**config.mk**
```make
export PLATFORM = sky130hd
export DESIGN_NAME = keypad_scanner
export DESIGN_NICKNAME = d
export VERILOG_FILES = /design/src/rtl/keypad_pkg.sv /design/src/rtl/sync_2ff.sv /design/src/rtl/keypad_scanner.sv
export SDC_FILE = /design/constraint.sdc
export NUM_CORES = 1
export LEC_CHECK = 0
export CAP_MARGIN = 15
export CORE_UTILIZATION = 45
export CTS_BUF_LIST = sky130_fd_sc_hd__clkbuf_4 sky130_fd_sc_hd__clkbuf_8
export DETAILED_ROUTE_END_ITERATION = 16
export GPL_TIMING_DRIVEN = 0
export PLACE_DENSITY = 0.75
export SYNTH_ARGS = -nofsm -noshare
export SYNTH_HDL_FRONTEND = slang
export SYNTH_SLANG_ARGS = --single-unit
```
**constraint.sdc**
```tcl
create_clock -name clk -period 3 [get_ports clk]
set_input_delay 0.6 -clock clk [delete_from_list [all_inputs] [get_ports clk]]
set_output_delay 0.6 -clock clk [all_outputs]
set_load 0.01 [all_outputs]
```
**src/rtl/keypad_pkg.sv**
```systemverilog
// -----------------------------------------------------------------------------
// keypad_pkg
//   Shared types and constants for the 4x4 matrix keypad scanner.
//   - state_t   : scanner FSM states
//   - COL_IDLE  : column drive pattern on entry to scanning (col0 low)
//   - KEYMAP    : hex code for each [row][col] position, col0 at left
//   - one_low   : true when exactly one active-low row is asserted
//   - low_index : index of the single low row (only meaningful if one_low)
// -----------------------------------------------------------------------------
package keypad_pkg;

    typedef enum logic [1:0] {
        S_SCAN     = 2'd0,
        S_DEBOUNCE = 2'd1,
        S_HOLD     = 2'd2
    } state_t;

    localparam logic [3:0] COL_IDLE = 4'b1110;

    // Row 3 carries the '*' and '#' keys, reported as E and F.
    localparam logic [3:0] KEYMAP [4][4] = '{
        '{4'h1, 4'h2, 4'h3, 4'hA},
        '{4'h4, 4'h5, 4'h6, 4'hB},
        '{4'h7, 4'h8, 4'h9, 4'hC},
        '{4'hE, 4'h0, 4'hF, 4'hD}
    };

    function automatic logic one_low(input logic [3:0] rows);
        return (rows == 4'b1110) || (rows == 4'b1101) ||
               (rows == 4'b1011) || (rows == 4'b0111);
    endfunction

    function automatic logic [1:0] low_index(input logic [3:0] rows);
        logic [1:0] idx;
        case (rows)
            4'b1110: idx = 2'd0;
            4'b1101: idx = 2'd1;
            4'b1011: idx = 2'd2;
            4'b0111: idx = 2'd3;
            default: idx = 2'd0;
        endcase
        return idx;
    endfunction

endpackage

```
**src/rtl/sync_2ff.sv**
```systemverilog
// -----------------------------------------------------------------------------
// sync_2ff
//   Two-stage synchronizer for asynchronous level inputs.
//   Ports:
//     clk   - destination clock
//     rst   - asynchronous active-high reset, both stages load RESET_VAL
//     d_i   - asynchronous input bus
//     q_o   - synchronized output (two clk cycles of latency)
// -----------------------------------------------------------------------------
module sync_2ff #(
    parameter int               WIDTH     = 4,
    parameter logic [WIDTH-1:0] RESET_VAL = '1
) (
    input  logic             clk,
    input  logic             rst,
    input  logic [WIDTH-1:0] d_i,
    output logic [WIDTH-1:0] q_o
);

    logic [WIDTH-1:0] meta_q;
    logic [WIDTH-1:0] sync_q;

    always_ff @(posedge clk or posedge rst) begin
        if (rst) begin
            meta_q <= RESET_VAL;
            sync_q <= RESET_VAL;
        end else begin
            meta_q <= d_i;
            sync_q <= meta_q;
        end
    end

    assign q_o = sync_q;

endmodule

```
**src/rtl/keypad_scanner.sv**
```systemverilog
// -----------------------------------------------------------------------------
// keypad_scanner
//   Scans a 4x4 active-low matrix keypad, debounces press and release, and
//   reports each accepted key once as a hex code with a one-cycle strobe.
//   Ports:
//     clk      - system clock (10 MHz)
//     rst      - asynchronous active-high reset
//     row_i    - keypad rows, active-low, asynchronous to clk
//     col_o    - keypad columns, active-low, exactly one low at a time
//     key_code - code of the last accepted key, held until the next accept
//     key_ce   - one-cycle pulse on the cycle key_code takes a new value;
//                there is no back-pressure, the consumer must take it then
//     key_busy - high while a key is being debounced or is held down
// -----------------------------------------------------------------------------
module keypad_scanner
    import keypad_pkg::*;
#(
    parameter int SCAN_TICKS     = 10000,
    parameter int DEBOUNCE_TICKS = 200000
) (
    input  logic       clk,
    input  logic       rst,
    input  logic [3:0] row_i,
    output logic [3:0] col_o,
    output logic [3:0] key_code,
    output logic       key_ce,
    output logic       key_busy
);

    localparam int SW = (SCAN_TICKS > 1) ? $clog2(SCAN_TICKS) : 1;
    localparam int DW = (DEBOUNCE_TICKS > 1) ? $clog2(DEBOUNCE_TICKS) : 1;
    localparam logic [SW-1:0] SCAN_LAST = SW'(SCAN_TICKS - 1);
    localparam logic [DW-1:0] DEB_LAST  = DW'(DEBOUNCE_TICKS - 1);

    logic [3:0]    rows_s;

    state_t        state_q,   state_d;
    logic [1:0]    col_q,     col_d;
    logic [SW-1:0] dwell_q,   dwell_d;
    logic [DW-1:0] deb_q,     deb_d;
    logic [3:0]    row_pat_q, row_pat_d;
    logic [1:0]    row_idx_q, row_idx_d;
    logic [3:0]    code_q,    code_d;
    logic          ce_q,      ce_d;

    sync_2ff #(
        .WIDTH     (4),
        .RESET_VAL (4'b1111)
    ) u_row_sync (
        .clk (clk),
        .rst (rst),
        .d_i (row_i),
        .q_o (rows_s)
    );

    always_comb begin
        state_d   = state_q;
        col_d     = col_q;
        dwell_d   = dwell_q;
        deb_d     = deb_q;
        row_pat_d = row_pat_q;
        row_idx_d = row_idx_q;
        code_d    = code_q;
        ce_d      = 1'b0;

        case (state_q)
            S_SCAN: begin
                // Rows are only trusted on the last dwell cycle, by which
                // time the synchronizer reflects the current column.
                if (dwell_q == SCAN_LAST) begin
                    dwell_d = '0;
                    if (one_low(rows_s)) begin
                        row_pat_d = rows_s;
                        row_idx_d = low_index(rows_s);
                        deb_d     = '0;
                        state_d   = S_DEBOUNCE;
                    end else begin
                        col_d = col_q + 2'd1;
                    end
                end else begin
                    dwell_d = dwell_q + SW'(1);
                end
            end

            S_DEBOUNCE: begin
                if (rows_s != row_pat_q) begin
                    state_d = S_SCAN;
                    col_d   = 2'd0;
                    dwell_d = '0;
                    deb_d   = '0;
                end else if (deb_q == DEB_LAST) begin
                    code_d  = KEYMAP[row_idx_q][col_q];
                    ce_d    = 1'b1;
                    deb_d   = '0;
                    state_d = S_HOLD;
                end else begin
                    deb_d = deb_q + DW'(1);
                end
            end

            S_HOLD: begin
                // Counts consecutive all-released cycles; any low row restarts it.
                if (rows_s != 4'b1111) begin
                    deb_d = '0;
                end else if (deb_q == DEB_LAST) begin
                    state_d = S_SCAN;
                    col_d   = 2'd0;
                    dwell_d = '0;
                    deb_d   = '0;
                end else begin
                    deb_d = deb_q + DW'(1);
                end
            end

            default: begin
                state_d = S_SCAN;
                col_d   = 2'd0;
                dwell_d = '0;
                deb_d   = '0;
            end
        endcase
    end

    always_ff @(posedge clk or posedge rst) begin
        if (rst) begin
            state_q   <= S_SCAN;
            col_q     <= 2'd0;
            dwell_q   <= '0;
            deb_q     <= '0;
            row_pat_q <= 4'b1111;
            row_idx_q <= 2'd0;
            code_q    <= 4'h0;
            ce_q      <= 1'b0;
        end else begin
            state_q   <= state_d;
            col_q     <= col_d;
            dwell_q   <= dwell_d;
            deb_q     <= deb_d;
            row_pat_q <= row_pat_d;
            row_idx_q <= row_idx_d;
            code_q    <= code_d;
            ce_q      <= ce_d;
        end
    end

    // col_q == 0 gives COL_IDLE; the column stays put outside S_SCAN.
    assign col_o    = ~(4'b0001 << col_q);
    assign key_code = code_q;
    assign key_ce   = ce_q;
    assign key_busy = (state_q != S_SCAN);

endmodule

```
Word-level counts from Yosys, hierarchy flattened

Cells that the tools add are included.

Reductions and logical operators: 11
Divide/modulo/power cells: 0
Equal/unequal tests: 17
Magnitude comparators: 2
Multiply operators: 0
Multiplexer cells: 32
Add/sub/neg operators: 3
Bitwise gates (word level): 4
Shifts and indexed selects: 1

Operator list:

| cell                                                             | count |
|---|---|
| 18-bit two-way mux                                               | 5 |
| 14-bit two-way mux                                               | 4 |
| 18-bit case mux with 3 select lines                              | 1 |
| 14-bit case mux with 3 select lines                              | 1 |
| 16-bit binary-select mux with 2-bit select                       | 1 |
| 16-bit two-way mux                                               | 2 |
| 18-bit by 1-bit adder with 18-bit output (second input constant) | 1 |
| 18-bit == test (second input constant)                           | 1 |
| 2-bit two-way mux                                                | 9 |
| 2-bit case mux with 3 select lines                               | 3 |
| 14-bit by 1-bit adder with 14-bit output (second input constant) | 1 |
| 14-bit == test (second input constant)                           | 1 |
| 4-bit == test (second input constant)                            | 3 |
| 2-bit inequality test (second input constant)                    | 6 |
| 5-bit AND reduction                                              | 2 |
| 3-bit AND reduction                                              | 3 |
| 4-bit binary-select mux with 2-bit select                        | 1 |
| 4-bit two-way mux                                                | 2 |
| 3-bit >= comparator (second input constant)                      | 2 |
| 2-bit inverter with 3-bit output                                 | 2 |
| 4-bit by 3-bit == test with 1-bit output (second input constant) | 1 |
| 4-bit inequality test                                            | 1 |
| 4-bit inequality test (second input constant)                    | 1 |
| 4-bit inverter                                                   | 1 |
| 11 further kinds                                                 | 15 |

RAM bits: 0
Memories kept: 0
Register bits after elaboration: 55
Word-level logic and storage cells: 80
Latch bits: 0
Bits of input ports: 6
Bits in read-only memories: 0

Depth between registers and ports, before layout

Word-level depth: 7
Mapped depth: 8
Gate-level depth less buffers: 6

Hierarchy

Synthesis repeated with hierarchy kept, for this count alone.

Cell total of the unflattened synthesis: 320
Area total of the unflattened synthesis: 3052.9 µm²

By module, submodules not included:

| module         | times used | area an instance (µm²) | cells each |
|---|---|---|---|
| keypad_scanner | 1          | 2839.0                 | 311 |
| sync_2ff       | 1          | 214.0                  | 9 |

Least setup slack after synthesis

Ideal clock, no wire load.

Kind: register to register
From: reg dwell_q[7]
To: reg deb_q[12]
Library setup time: 78 ps
Period minus slack after synthesis: 2525 ps
Buffers on the path: 1
Path slack: 475 ps
Arrival: 2447 ps
Stages on the path, launching flop included: 7
Required time: 2922 ps
Cell sequence: dfrtp_1 > or4_1 > or4_4 > o21a_1 > buf_6 > or4_1 > a21oi_1

Cells in the longest elaborated chain, start to end: 3

Ends and longest elaborated chain:

| what                            | RTL line              | source |
|---|---|---|
| from (decl)                     | keypad_scanner.sv:39  | `logic [SW-1:0] dwell_q, dwell_d;` |
| from (signal assigned)          | keypad_scanner.sv:137 | `dwell_q <= dwell_d;` |
| 14-bit == test                  | keypad_scanner.sv:70  | `if (dwell_q == SCAN_LAST) begin` |
| 2-bit inequality test (no line) | n/a                   |  |
| 2-bit AND reduction (no line)   | n/a                   |  |
| to (signal assigned)            | keypad_scanner.sv:129 | `deb_q <= '0;` |
| to (signal assigned)            | keypad_scanner.sv:138 | `deb_q <= deb_d;` |
| to (decl)                       | keypad_scanner.sv:40  | `logic [DW-1:0] deb_q, deb_d;` |

No other way between the ends.
A chain may end at the register's enable or synchronous reset.

Final worst setup path

From: reg dwell_q[7]
To: reg deb_q[6]

The elaborated chain is that of the path after synthesis.

==> reports/qor.yml <==
outcome:
  outcome: "completed"
drt:
  drt_wl_total_um: 6359
  ant_nets: 0
  first_iter_violations: 214
  routed-via-count: 2529
  via_per_inst: 6.050
  first_pass_iters: 4
  drcViolationCount: 0
  wl_per_cell_um: 15.21
place:
  dpl.hpwl_um: 4458
  placed_cell_area_um2: 3269
  globalplace.congestion: 0.8416
  port_buffers: 15
clocking:
  cts_tree: "built"
  htreeDepth: 2
  ctsResizeCount: 0
  cts.sinks: 55
  cts_made_buffers: 5
  post_cts_buffers: 0
  cts_buffer_depth: 2
  cts_hold_buf: 0
  clk_pin_slew_ns: 0.10
  cts-root-buf: "clkbuf_8"
  clk-insertion-delay-late_ns: 0.30
global_routing:
  overflow: 0
  antenna_found_initial: 0
  grt_pass1_vias: 2406
  grt.total_usage_pct: 19.25
  grt_pass1_wl_um: 11250
  grt_max_degree: 34
synthesis:
  ys_seq_area_share_pct: 46.33
  synth_nets: 332
  yosys_warnings: 0
  synth_area_um2: 3003
  synth-seq-cells: 55
  synth_enable_flop_cells: 0
  synth-main-ff-cell: "dfrtp_1"
  syn_avg_cell_area_um2: 9.473
  synth.area.top_cells: "dfrtp_1, dfstp_2, o31ai_1"
  synth.largest_area_cell: "dfrtp_1"
  syn_inst: 317
  synthArstFlopShare_pct: 100.0
  synth_top_area_share_pct: 35.83
  synth_cell_types: 48
floorplan:
  initial_core_util_pct: 47.02
  top_level_ports: 16
  num_rows: 29
  die_h_um: 83.69
  core_area_um2: 6386
  dieArea_um2: 7004
  die_w_um: 83.69
power_and_ir_drop:
  p_leak_nw: 1.335
  vdd_drop_max_uv: 262.6
  powerDensity_nw_per_um2: 403.2
timing:
  final_max_slew_viol_count: 0
  rsz0062_at_grt: "no"
  min_period_ns: 2.819
  period_share_pct: 93.96
  worst_pin_slew_ns: 0.7825
  max_slew_margin_pct: 47.15
  skew_ns: 0.01086
  tns_ns: 0
  setup_viol: 0
  finalHoldViolations: 0
  fmax_mhz: 354.8
finish:
  nFillCells: 582
  layout.nets: 355
  drive_gt1_share_pct: 10.85
  syn_to_final_growth_pct: 13.67
  postLayoutCellArea_um2: 3413
  diodes: 0
setup_path:
  path_class: "reg -> reg"
  critical_path_arrival_ns: 3.00
  startpoint_type: "register"
  end_kind: "register"
  worstPathMaxFanout: 10
  crit_required_ns: 3.18
run:
  max-cap-violations: 0
worst_hold_path:
  worstHoldPathType: "reg -> reg"
## layer usage
metal / vias up / GRT usage (%) / part of all wire (%)
li1: 1219 / - / -
met1: 1242 / 27.62 / 47
met2: 64 / 30.38 / 48
met3: 4 / 3.165 / 4.6
met4: 0 / 4.931 / 0.55
met5: - / 0 / 0
## layout by cell type, fill, tap and decap left out, drive strengths merged, types with 4 or more instances in the layout
cell type / Yosys / routed
nand3: 19 / 19
o21ai: 17 / 17
buf: 3 / 4
clkbuf: 13 / 19
or3: 10 / 10
dfstp: 12 / 12
o31ai: 24 / 24
and3: 5 / 5
or4: 6 / 6
nand2: 24 / 24
nor3: 8 / 8
a21oi: 18 / 18
nand4: 8 / 8
a31oi: 8 / 8
mux2: 9 / 9
o41ai: 4 / 4
nor2: 16 / 16
inv: 18 / 18
ha: 9 / 9
clkdlybuf4s50: 0 / 15
o22ai: 4 / 4
dfrtp: 43 / 43
## sequential cells by signal (all words and copies together) (netlist names)
register,cells
deb_q,18
dwell_q,14
key_code,4
row_pat_q,4
u_row_sync.meta_q,4
u_row_sync.q_o,4
col_q,2
row_idx_q,2
state_q,2
key_ce,1
## Yosys cell counts, types with 4 or more instances
| cell | n |
|---|---|
| dfrtp_1 | 43 |
| nand2_1 | 24 |
| o31ai_1 | 24 |
| nand3_1 | 19 |
| inv_1 | 18 |
| a21oi_1 | 17 |
| nor2_1 | 16 |
| o21ai_0 | 16 |
| clkbuf_1 | 13 |
| dfstp_2 | 12 |
| or3_1 | 10 |
| ha_1 | 9 |
| mux2_2 | 9 |
| a31oi_1 | 8 |
| nand4_1 | 8 |
| nor3_1 | 8 |
| and3_1 | 5 |
| or4_1 | 5 |
| o22ai_1 | 4 |
| o41ai_1 | 4 |
## area by class of cell
| cell class | instances | area, um2 | area share, % |
|---|---|---|---|
| flip-flops and latches | 55 | 1391 | 40.76 |
| repair buffers | 16 | 170.2 | 4.985 |
| well taps | 77 | 96.34 | 2.823 |
| inverters | 18 | 67.56 | 1.979 |
| plain buffers | 16 | 67.56 | 1.979 |
| clock inverters | 2 | 60.06 | 1.760 |
| clock buffers | 6 | 76.32 | 2.236 |
| multi-input cells | 228 | 1484 | 43.48 |
## cell families after synthesis
kind of cell | share of synthesized area [%]
AO/OA/AOI/OAI | 19.00
XOR/XNOR | 1.750
adder cells (fa/ha/maj) | 3.750
buffers and inverters | 4.500
flip-flops | 46.33
multiplexers | 4.375
AND/OR/NAND/NOR | 20.29
## critical path, stage by stage, from the launching register on
cell,delay (ns)
dfrtp_1,0.46
or4_1,0.57
or4_4,0.59
o21a_1,0.23
buf_6,0.14
clkbuf_1,0.25
a21oi_4,0.36
a21oi_1,0.08
## metrics by stage
| stage | instances | setup slack [ns] | power [W] | hold WS [ns] | utilization, % |
|---|---|---|---|---|---|
| 4_1_cts | 418 | 0.1055 | 0.001391 | 0.3616 | 53.33 |
| 6_report | 418 | 0.1813 | 0.001376 | 0.3599 | 53.45 |
| 2_1_floorplan | 317 | 0.4750 | 0.0007880 | 0.3452 | - |
| 5_1_grt | 418 | 0.0005553 | 0.001424 | 0.3674 | 53.45 |
| 3_3_place_gp | 409 | 0.02359 | 0.0008008 | 0.3454 | 50.88 |
| 3_5_place_dp | 410 | 0.1125 | 0.0008046 | 0.3468 | 51.20 |
## report_power, final
part | internal (W) | leakage [nW] | switching, W
Sequential | 0.000751 | 0.712 | 0.00000432
Combinational | 0.0000129 | 0.554 | 0.0000210
Clock | 0.000343 | 0.0688 | 0.000244
## path summary, 6_finish.rpt
path,start,endpoint,slack [ns],cells after the start
setup / recovery,dwell_q[7],deb_q[6],0.18,7
hold / removal,u_row_sync.meta_q[2],u_row_sync.q_o[2],0.36,0
setup reg to reg,dwell_q[7],deb_q[6],0.18,7
hold reg to reg,u_row_sync.meta_q[2],u_row_sync.q_o[2],0.36,0
max in group asynchronous,rst,u_row_sync.meta_q[0],1.77,3
min in group asynchronous,rst,dwell_q[8],0.63,2
Note: power is estimated with default switching activity, not from simulation.
